$ cat src/rtl/fetch_pkg.sv
// Shared constants and types for the instruction-fetch stage and its helpers.
package fetch_pkg;

    localparam int unsigned INSTR_BYTES   = 4;
    localparam int unsigned PC_ALIGN_BITS = 2;
    localparam logic [31:0] RV_NOP        = 32'h0000_0013;

    // FIFO entry layout for the default 16-bit PC / 32-bit instruction build.
    typedef struct packed {
        logic [15:0] pc;
        logic [31:0] instr;
    } fetch_entry_t;

    function automatic logic is_misaligned(input logic [PC_ALIGN_BITS-1:0] low_bits);
        return low_bits != '0;
    endfunction

endpackage

$ cat src/rtl/sync_fifo.sv
// Synchronous FIFO with first-word-fall-through head, flush and occupancy count.
module sync_fifo #(
    parameter int unsigned WIDTH = 8,
    parameter int unsigned DEPTH = 2
) (
    input  logic                     clk,
    input  logic                     rst,
    input  logic                     flush,
    input  logic                     push,
    input  logic [WIDTH-1:0]         push_data,
    input  logic                     pop,
    output logic [$clog2(DEPTH):0]   count,
    output logic                     empty,
    output logic [WIDTH-1:0]         head
);

    localparam int unsigned PTR_W = $clog2(DEPTH);
    localparam int unsigned CNT_W = PTR_W + 1;

    logic [WIDTH-1:0] mem_q [DEPTH];
    logic [WIDTH-1:0] mem_d [DEPTH];
    logic [PTR_W-1:0] wr_ptr_q, wr_ptr_d;
    logic [PTR_W-1:0] rd_ptr_q, rd_ptr_d;
    logic [CNT_W-1:0] count_q, count_d;
    logic             full;
    logic             push_ok;
    logic             pop_ok;

    assign empty = (count_q == '0);
    assign full  = (count_q == CNT_W'(DEPTH));
    assign count = count_q;
    assign head  = mem_q[rd_ptr_q];

    assign pop_ok  = pop & ~empty;
    assign push_ok = push & (~full | pop_ok);

    always_comb begin
        mem_d    = mem_q;
        wr_ptr_d = wr_ptr_q;
        rd_ptr_d = rd_ptr_q;
        count_d  = count_q;
        if (flush) begin
            wr_ptr_d = '0;
            rd_ptr_d = '0;
            count_d  = '0;
        end else begin
            if (push_ok) begin
                mem_d[wr_ptr_q] = push_data;
                wr_ptr_d        = wr_ptr_q + 1'b1;
            end
            if (pop_ok) begin
                rd_ptr_d = rd_ptr_q + 1'b1;
            end
            count_d = count_q + CNT_W'(push_ok) - CNT_W'(pop_ok);
        end
    end

    always_ff @(posedge clk) begin
        if (rst) begin
            wr_ptr_q <= '0;
            rd_ptr_q <= '0;
            count_q  <= '0;
        end else begin
            wr_ptr_q <= wr_ptr_d;
            rd_ptr_q <= rd_ptr_d;
            count_q  <= count_d;
        end
    end

    always_ff @(posedge clk) begin
        mem_q <= mem_d;
    end

endmodule

$ cat src/rtl/fetch_unit.sv
// Instruction-fetch stage: owns the PC, issues ROM reads and buffers {pc, instr}
// for decode, with redirect/squash and a sticky misaligned-redirect fault.
module fetch_unit
    import fetch_pkg::*;
#(
    parameter int unsigned         ADDR_W     = 16,
    parameter int unsigned         DATA_W     = 32,
    parameter logic [ADDR_W-1:0]   RESET_PC   = '0,
    parameter int unsigned         FIFO_DEPTH = 2
) (
    input  logic                         clk,
    input  logic                         rst,
    output logic                         imem_req,
    output logic [ADDR_W-3:0]            imem_addr,
    input  logic [DATA_W-1:0]            imem_rdata,
    input  logic                         redirect_valid,
    input  logic [ADDR_W-1:0]            redirect_pc,
    output logic                         out_valid,
    input  logic                         out_ready,
    output logic [DATA_W-1:0]            out_instr,
    output logic [ADDR_W-1:0]            out_pc,
    output logic                         fault
);

    localparam int unsigned CNT_W   = $clog2(FIFO_DEPTH) + 1;
    localparam int unsigned ENTRY_W = ADDR_W + DATA_W;

    logic [ADDR_W-1:0]  pc_q, pc_d;
    logic [ADDR_W-1:0]  pend_pc_q, pend_pc_d;
    logic               pending_q, pending_d;
    logic               fault_q, fault_d;

    logic [CNT_W-1:0]   fifo_count;
    logic               fifo_empty;
    logic [ENTRY_W-1:0] fifo_head;
    logic               pop;
    logic               push;
    logic               issue;
    logic [CNT_W:0]     occupancy;

    assign pop       = out_valid & out_ready;
    // Slots committed next cycle: buffered + in-flight, minus the one decode takes now.
    assign occupancy = {1'b0, fifo_count} + (CNT_W+1)'(pending_q) - (CNT_W+1)'(pop);
    assign issue     = ~rst & ~fault_q & ~redirect_valid
                     & (occupancy < (CNT_W+1)'(FIFO_DEPTH));
    assign push      = pending_q & ~redirect_valid;

    assign imem_req  = issue;
    assign imem_addr = pc_q[ADDR_W-1:PC_ALIGN_BITS];
    assign out_valid = ~fifo_empty;
    assign out_instr = fifo_head[DATA_W-1:0];
    assign out_pc    = fifo_head[ENTRY_W-1:DATA_W];
    assign fault     = fault_q;

    always_comb begin
        pc_d      = pc_q;
        pend_pc_d = pend_pc_q;
        pending_d = issue;
        fault_d   = fault_q;
        if (redirect_valid) begin
            pc_d    = redirect_pc;
            fault_d = is_misaligned(redirect_pc[PC_ALIGN_BITS-1:0]);
        end else if (issue) begin
            pc_d      = pc_q + ADDR_W'(INSTR_BYTES);
            pend_pc_d = pc_q;
        end
    end

    always_ff @(posedge clk) begin
        if (rst) begin
            pc_q      <= RESET_PC;
            pend_pc_q <= '0;
            pending_q <= 1'b0;
            fault_q   <= 1'b0;
        end else begin
            pc_q      <= pc_d;
            pend_pc_q <= pend_pc_d;
            pending_q <= pending_d;
            fault_q   <= fault_d;
        end
    end

    sync_fifo #(
        .WIDTH (ENTRY_W),
        .DEPTH (FIFO_DEPTH)
    ) u_fifo (
        .clk       (clk),
        .rst       (rst),
        .flush     (redirect_valid),
        .push      (push),
        .push_data ({pend_pc_q, imem_rdata}),
        .pop       (pop),
        .count     (fifo_count),
        .empty     (fifo_empty),
        .head      (fifo_head)
    );

endmodule

$ cat config.mk
export PLATFORM = sky130hd
export DESIGN_NAME = fetch_unit
export DESIGN_NICKNAME = d
export VERILOG_FILES = /design/src/rtl/fetch_pkg.sv /design/src/rtl/sync_fifo.sv /design/src/rtl/fetch_unit.sv
export SDC_FILE = /design/constraint.sdc
export NUM_CORES = 1
export LEC_CHECK = 0
export CORE_ASPECT_RATIO = 1.25
export CORE_MARGIN = 2
export CORE_UTILIZATION = 40
export DETAILED_ROUTE_END_ITERATION = 7
export PLACE_DENSITY = 0.66
export SLEW_MARGIN = 25
export SYNTH_ARGS = -nofsm -noshare
export SYNTH_HDL_FRONTEND = slang
export SYNTH_SLANG_ARGS = --single-unit
export TNS_END_PERCENT = 100
$ cat constraint.sdc
create_clock -name clk -period 6.5 [get_ports clk]
set_input_delay 0.975 -clock clk [delete_from_list [all_inputs] [get_ports clk]]
set_output_delay 0.975 -clock clk [all_outputs]
set_load 0.02 [all_outputs]
**Word level (Yosys, flattened, before mapping)**

Index checks and enable logic that the tools add are counted.

- Magnitude comparators: 4
- Reduce and logical (&&, ||, !) cells: 7
- Bitwise operators: 15
- Equal/unequal tests: 1
- Mux-type cells: 8
- Add/subtract/negate cells: 7

Operators by type and width:

| kind | count |
|---|---|
| $mux 48 | 4 |
| $bwmux 96 | 1 |
| $demux 48 s1 | 1 |
| $mux 16 | 2 |
| $add 16x3->16 const B | 1 |
| $and 1x1->1 | 7 |
| $not 1->1 | 5 |
| $ge 2x2->1 const B | 2 |
| $not 1->2 | 2 |
| $reduce_and 2->1 | 2 |
| $reduce_bool 2->1 | 2 |
| $add 2x1->3 | 1 |
| $lt 3x2->1 const B | 1 |
| $sub 3x1->3 | 1 |
| $add 1x1->1 const B | 2 |
| $add 2x1->2 | 1 |
| $eq 2x2->1 const B | 1 |
| $logic_not 2->1 | 1 |
| $lt 2x1->1 const B | 1 |
| $reduce_or 2->1 | 1 |
| $sub 2x1->2 | 1 |
| $logic_and 1x1->1 | 1 |
| $or 1x1->1 | 1 |

- Output and inout bits: 65
- Bits of input ports: 52
- Word-level logic and storage cells: 51
- Register bits after elaboration: 134

**Longest topological paths before layout**

- Depth in word-level cells: 8
- Depth in mapped cells: 14
- Mapped depth without buffers: 13

**Modules after synthesis**

From an unflattened synthesis, not the netlist that was laid out.

- Cell total of the unflattened synthesis: 380
- Area total of the unflattened synthesis: 5,417.7 µm²

Modules (own cells, without submodules):

| module | seq. area each (µm²) | area an instance (µm²) | instances | cells an instance |
|---|---|---|---|---|
| sync_fifo | 2,962.8 | 3,733.6 | 1 | 172 |
| fetch_unit | 680.7 | 1,684.1 | 1 | 208 |

**Least setup slack after synthesis**

Ideal clock, no wire load.

- Path kind: input -> register
- Start: in redirect_valid
- End: reg u_fifo.mem_q[48] in the netlist's numbering (enable)
- Library setup time: 459 ps
- Slack: 2,463 ps
- Required time: 6,041 ps
- Buffers on the path: 1
- Arrival time: 3,578 ps
- Stages: 4
- Path through: buf_6 > inv_1 > o311a_1 > nor2b_1

- Word-level cells in the longest chain between the ends: 4

RTL lines:

| what | RTL line | text |
|---|---|---|
| start: declaration | fetch_unit.sv:16 | `input logic redirect_valid,` |
| $not 1->1 (no line) | -- |  |
| $and 1x1->1 | fetch_unit.sv:46 | `assign push = pending_q & ~redirect_valid;` |
| $and 1x1->1 | sync_fifo.sv:35 | `assign push_ok = push & (~full \| pop_ok);` |
| net u_fifo.push_ok | sync_fifo.sv:26 | `logic push_ok;` |
| $reduce_and 2->1 (no line) | -- |  |
| end signal: assignment | sync_fifo.sv:71 | `mem_q <= mem_d;` |
| end: declaration | sync_fifo.sv:20 | `logic [WIDTH-1:0] mem_q [DEPTH];` |

The timed path passes the listed nets, and every way through them passes these cells.
A chain may end at the register's enable or synchronous reset.

**Final worst setup path**

- Start: in out_ready
- End: out imem_req

- Word-level cells in the longest chain between the ends: 4

RTL lines:

| what | RTL line | text |
|---|---|---|
| start: declaration | fetch_unit.sv:19 | `input logic out_ready,` |
| $and 1x1->1 | fetch_unit.sv:41 | `assign pop = out_valid & out_ready;` |
| $sub 3x1->3 | fetch_unit.sv:43 | `assign occupancy = {1'b0, fifo_count} + (CNT_W+1)'(pending_q) - (CNT_W+1)'(pop);` |
| $lt 3x2->1 | fetch_unit.sv:45 | `& (occupancy < (CNT_W+1)'(FIFO_DEPTH));` |
| $and 1x1->1 | fetch_unit.sv:45 |  |
| end: declaration | fetch_unit.sv:13 | `output logic imem_req,` |

No other way between the ends.

==> out/results.tsv <==
stage	metric	value	unit
outcome	outcome	completed	
power_and_ir_drop	ir_drop	0.1385	mV
global_route	grt_pass1_vias	3252	
global_route	grt_use_total	0.1492	
logic_synthesis	netlist_instances	371	
detailed_routing	wire_per_inst	15.50	um
floorplanning	start_util	0.4133	
logic_synthesis	syn_nets	428	
worst_setup_path	r2r_cells	14	
finish	layout.nets	537	
timing	tns	0	ns
global_route	grt_max_degree	49	
logic_synthesis	synth_edf_count	96	
floorplanning	core	12780	um2
worst_setup_path	start_kind	primary input	
logic_synthesis	synthesis.area	5281	um2
detailed_routing	wl	10.25	mm
logic_synthesis	ys.flop_type	edfxtp_1	
worst_setup_path	crit_path_start	out_ready	
place	numPortBuffers	116	
timing	max-slew-margin-rel	0.5589	
timing	skew	0.009397	ns
min_path	hold_path_class	reg2reg	
worst_setup_path	timing.rr.start	u_fifo.count[1]	
worst_setup_path	worst_ep_arrival_time	4.15	ns
timing	period_minus_slack	5.122	ns
detailed_routing	drt_iter0_markers	152	
cts	clockBufferDepth	2	
finish	multi_input_area	1426	um2
power_and_ir_drop	powerDensity	285.6	nW/um2
finish	design_area	7137	um2
cts	root_buffer	clkbuf_16	
logic_synthesis	ys_warn_count	0	
cts	post_cts_buffers	0	
finish	register_area	3645	um2
detailed_routing	drtPass1Iterations	4	
floorplanning	placementRows	46	
worst_setup_path	critPathKind	in2out	
logic_synthesis	synth_area_per_cell	14.24	um2
cts	cts_hold_buf	0	
floorplanning	dieArea	14140	um2
timing	slew_viol_final	0	
cts	cts_resized	0	
timing	tightest_slew	0.6617	ns
cts	cts_tree	yes	
cts	cts-buffers-inserted	17	
logic_synthesis	synthArstFlopShare	0	
global_route	grt_pass1_wl	16.32	mm
finish	drive_gt1_frac	0.1886	
place	dpl_cell_area	6521	um2
power_and_ir_drop	p_leak	2.476	nW
worst_setup_path	end_kind	output pin	
detailed_routing	vias	3281	
detailed_routing	antenna_left	0	
finish	antenna_cells	0	
worst_setup_path	worstPathRequired	5.52	ns
job	maxCapViolCount	0	
detailed_routing	vias_per_cell	4.964	
timing	period_share	0.7880	
timing	rsz0062_at_grt	false	
floorplanning	fp.dieH	132.5	um
worst_setup_path	crit_fanout	29	
floorplanning	ios	117	
timing	finalHoldViolations	0	
cts	insertion_delay	0.40	ns
place	gp_congestion	0.7624	
worst_setup_path	reg2reg_to	pc_q[9]	
finish	fillerInstances	1075	
timing	clock.fmax	195.2	MHz
worst_setup_path	crit_end	imem_req	
finish	area_growth	35.13	%
min_path	hold_path.startpoint	pend_pc_q[10]	
cts	cts.clk_slew.worst_paths	0.05	ns
cts	clock_sinks	134	
place	dpl.hpwl	6.578	mm
logic_synthesis	seq_area_frac_synth	0.6899	
cts	cts_max_level	4	
logic_synthesis	synthDistinctLibCells	46	
detailed_routing	post-route-drc-count	0	
timing	setup_viol	0	
logic_synthesis	synth-seq-cells	134	
global_route	overflow	0	
floorplanning	fp.dieW	106.8	um
worst_setup_path	rrSetupSlack	3.11	ns
global_route	grt_antenna_before_repair	0	
-- routing by layer --
layer  wire length (um)  up-vias  part of all wire  GRT usage
met4                216        0             0.021    0.05772
li1                   -     1577                 -          -
met2               5330      100              0.52     0.2619
met1               4292     1586              0.42     0.1698
met5                  0        -                 0          0
met3                409       18             0.040    0.04384
-- Yosys cell counts, types with 2 or more instances --
cell type / instances / area share
a21oi_1: 29 / 0.027
a221oi_1: 2 / 0.0033
a31oi_1: 4 / 0.0047
a32oi_1: 2 / 0.0033
and2_1: 4 / 0.0047
buf_1: 8 / 0.0057
buf_2: 2 / 0.0019
buf_4: 15 / 0.021
clkbuf_1: 6 / 0.0043
dfxtp_1: 38 / 0.14
edfxtp_1: 96 / 0.55
ha_1: 4 / 0.0095
inv_1: 8 / 0.0057
mux2_2: 48 / 0.10
mux2i_1: 3 / 0.0057
nand2_1: 43 / 0.031
nand3_1: 3 / 0.0028
nand3b_1: 2 / 0.0028
nand4_1: 3 / 0.0036
nor2_1: 8 / 0.0057
nor3_1: 6 / 0.0057
o211ai_1: 2 / 0.0028
o21ai_0: 7 / 0.0066
o31a_1: 2 / 0.0033
or3_1: 2 / 0.0024
xnor2_1: 4 / 0.0066
-- per-stage QoR --
stage / hold slack, ns / setup slack [ns] / util / std cells / power [W]
3_3_place_gp: 0.4360 / 1.549 / 0.5104 / 629 / 0.001101
6_report: 0.4542 / 1.378 / 0.5586 / 661 / 0.002038
5_1_grt: 0.4755 / 1.301 / 0.5586 / 661 / 0.002112
4_1_cts: 0.4521 / 1.392 / 0.5586 / 661 / 0.002063
2_1_floorplan: 0.4254 / 2.463 / - / 371 / 0.001034
3_5_place_dp: 0.4400 / 1.401 / 0.5104 / 629 / 0.001105
-- power by group --
part / total (W) / switching [W] / internal, W / leakage [nW]
Sequential: 0.000948 / 0.0000144 / 0.000934 / 1.23
Clock: 0.000951 / 0.000329 / 0.000622 / 0.300
Combinational: 0.000139 / 0.0000666 / 0.0000721 / 0.943
Total: 0.00204 / 0.000410 / 0.00163 / 2.48
-- cells by family after synthesis --
group,share of synthesized area
AO/OA/AOI/OAI,0.05947
flip-flops,0.6899
multiplexers,0.1080
buffers and inverters,0.04170
AND/OR/NAND/NOR,0.08102
XOR/XNOR,0.006633
adder cells (fa/ha/maj),0.01327
-- area by class of cell --
class | instances | share of cell area
clock buffers | 28 | 0.08310
clock inverters | 4 | 0.003156
inverters | 9 | 0.004734
multi-input cells | 196 | 0.1999
flip-flops and latches | 134 | 0.5107
well taps | 168 | 0.02945
repair buffers | 122 | 0.1690
-- worst min-delay path by stage --
| stage | to | slack [ns] | cells past startpoint |
|---|---|---|---|
| CTS | u_fifo.mem_q[35] | 0.45 | 0 |
| floorplan | u_fifo.mem_q[32] | 0.43 | 0 |
| global placement | u_fifo.mem_q[42] | 0.44 | 0 |
| finish | u_fifo.mem_q[90] | 0.45 | 0 |
| detailed placement | u_fifo.mem_q[83] | 0.44 | 0 |
| global route | u_fifo.mem_q[45] | 0.48 | 0 |
-- state kept, by name, summed over array words and instances, names as in the netlist --
register / cells
pc_q: 16
pending_q: 1
u_fifo.wr_ptr_q: 1
u_fifo.rd_ptr_q: 1
fault: 1
pend_pc_q: 16
u_fifo.mem_q: 96
u_fifo.count: 2
-- layout by cell type (no fill, tap or decap), drive strengths merged, types with 2 or more instances in the layout --
cell,netlist,layout
a21oi,29,29
a221oi,2,2
a31oi,4,4
a32oi,2,2
and2,4,4
and3,2,2
and4,2,2
buf,26,6
clkbuf,6,28
clkdlybuf4s50,0,116
clkinv,0,2
dfxtp,38,38
edfxtp,96,96
ha,4,4
inv,9,10
mux2,48,48
mux2i,3,3
nand2,43,43
nand3,5,5
nand3b,2,2
nand4,3,3
nor2,9,9
nor3,6,6
o211ai,2,2
o21ai,7,7
o31a,2,2
or3,2,2
xnor2,4,4
-- critical path, stage by stage --
cell             delay (ns)
clkdlybuf4s50_1        0.48
and2_1                 0.19
ha_1                   0.26
inv_1                  0.09
nand2_1                0.08
fa_1                   0.39
xnor2_1                0.19
nand4b_2               0.12
buf_4                  0.23
inv_2                  0.41
clkdlybuf4s50_1        0.71
Power figures use the tool's default switching activity.
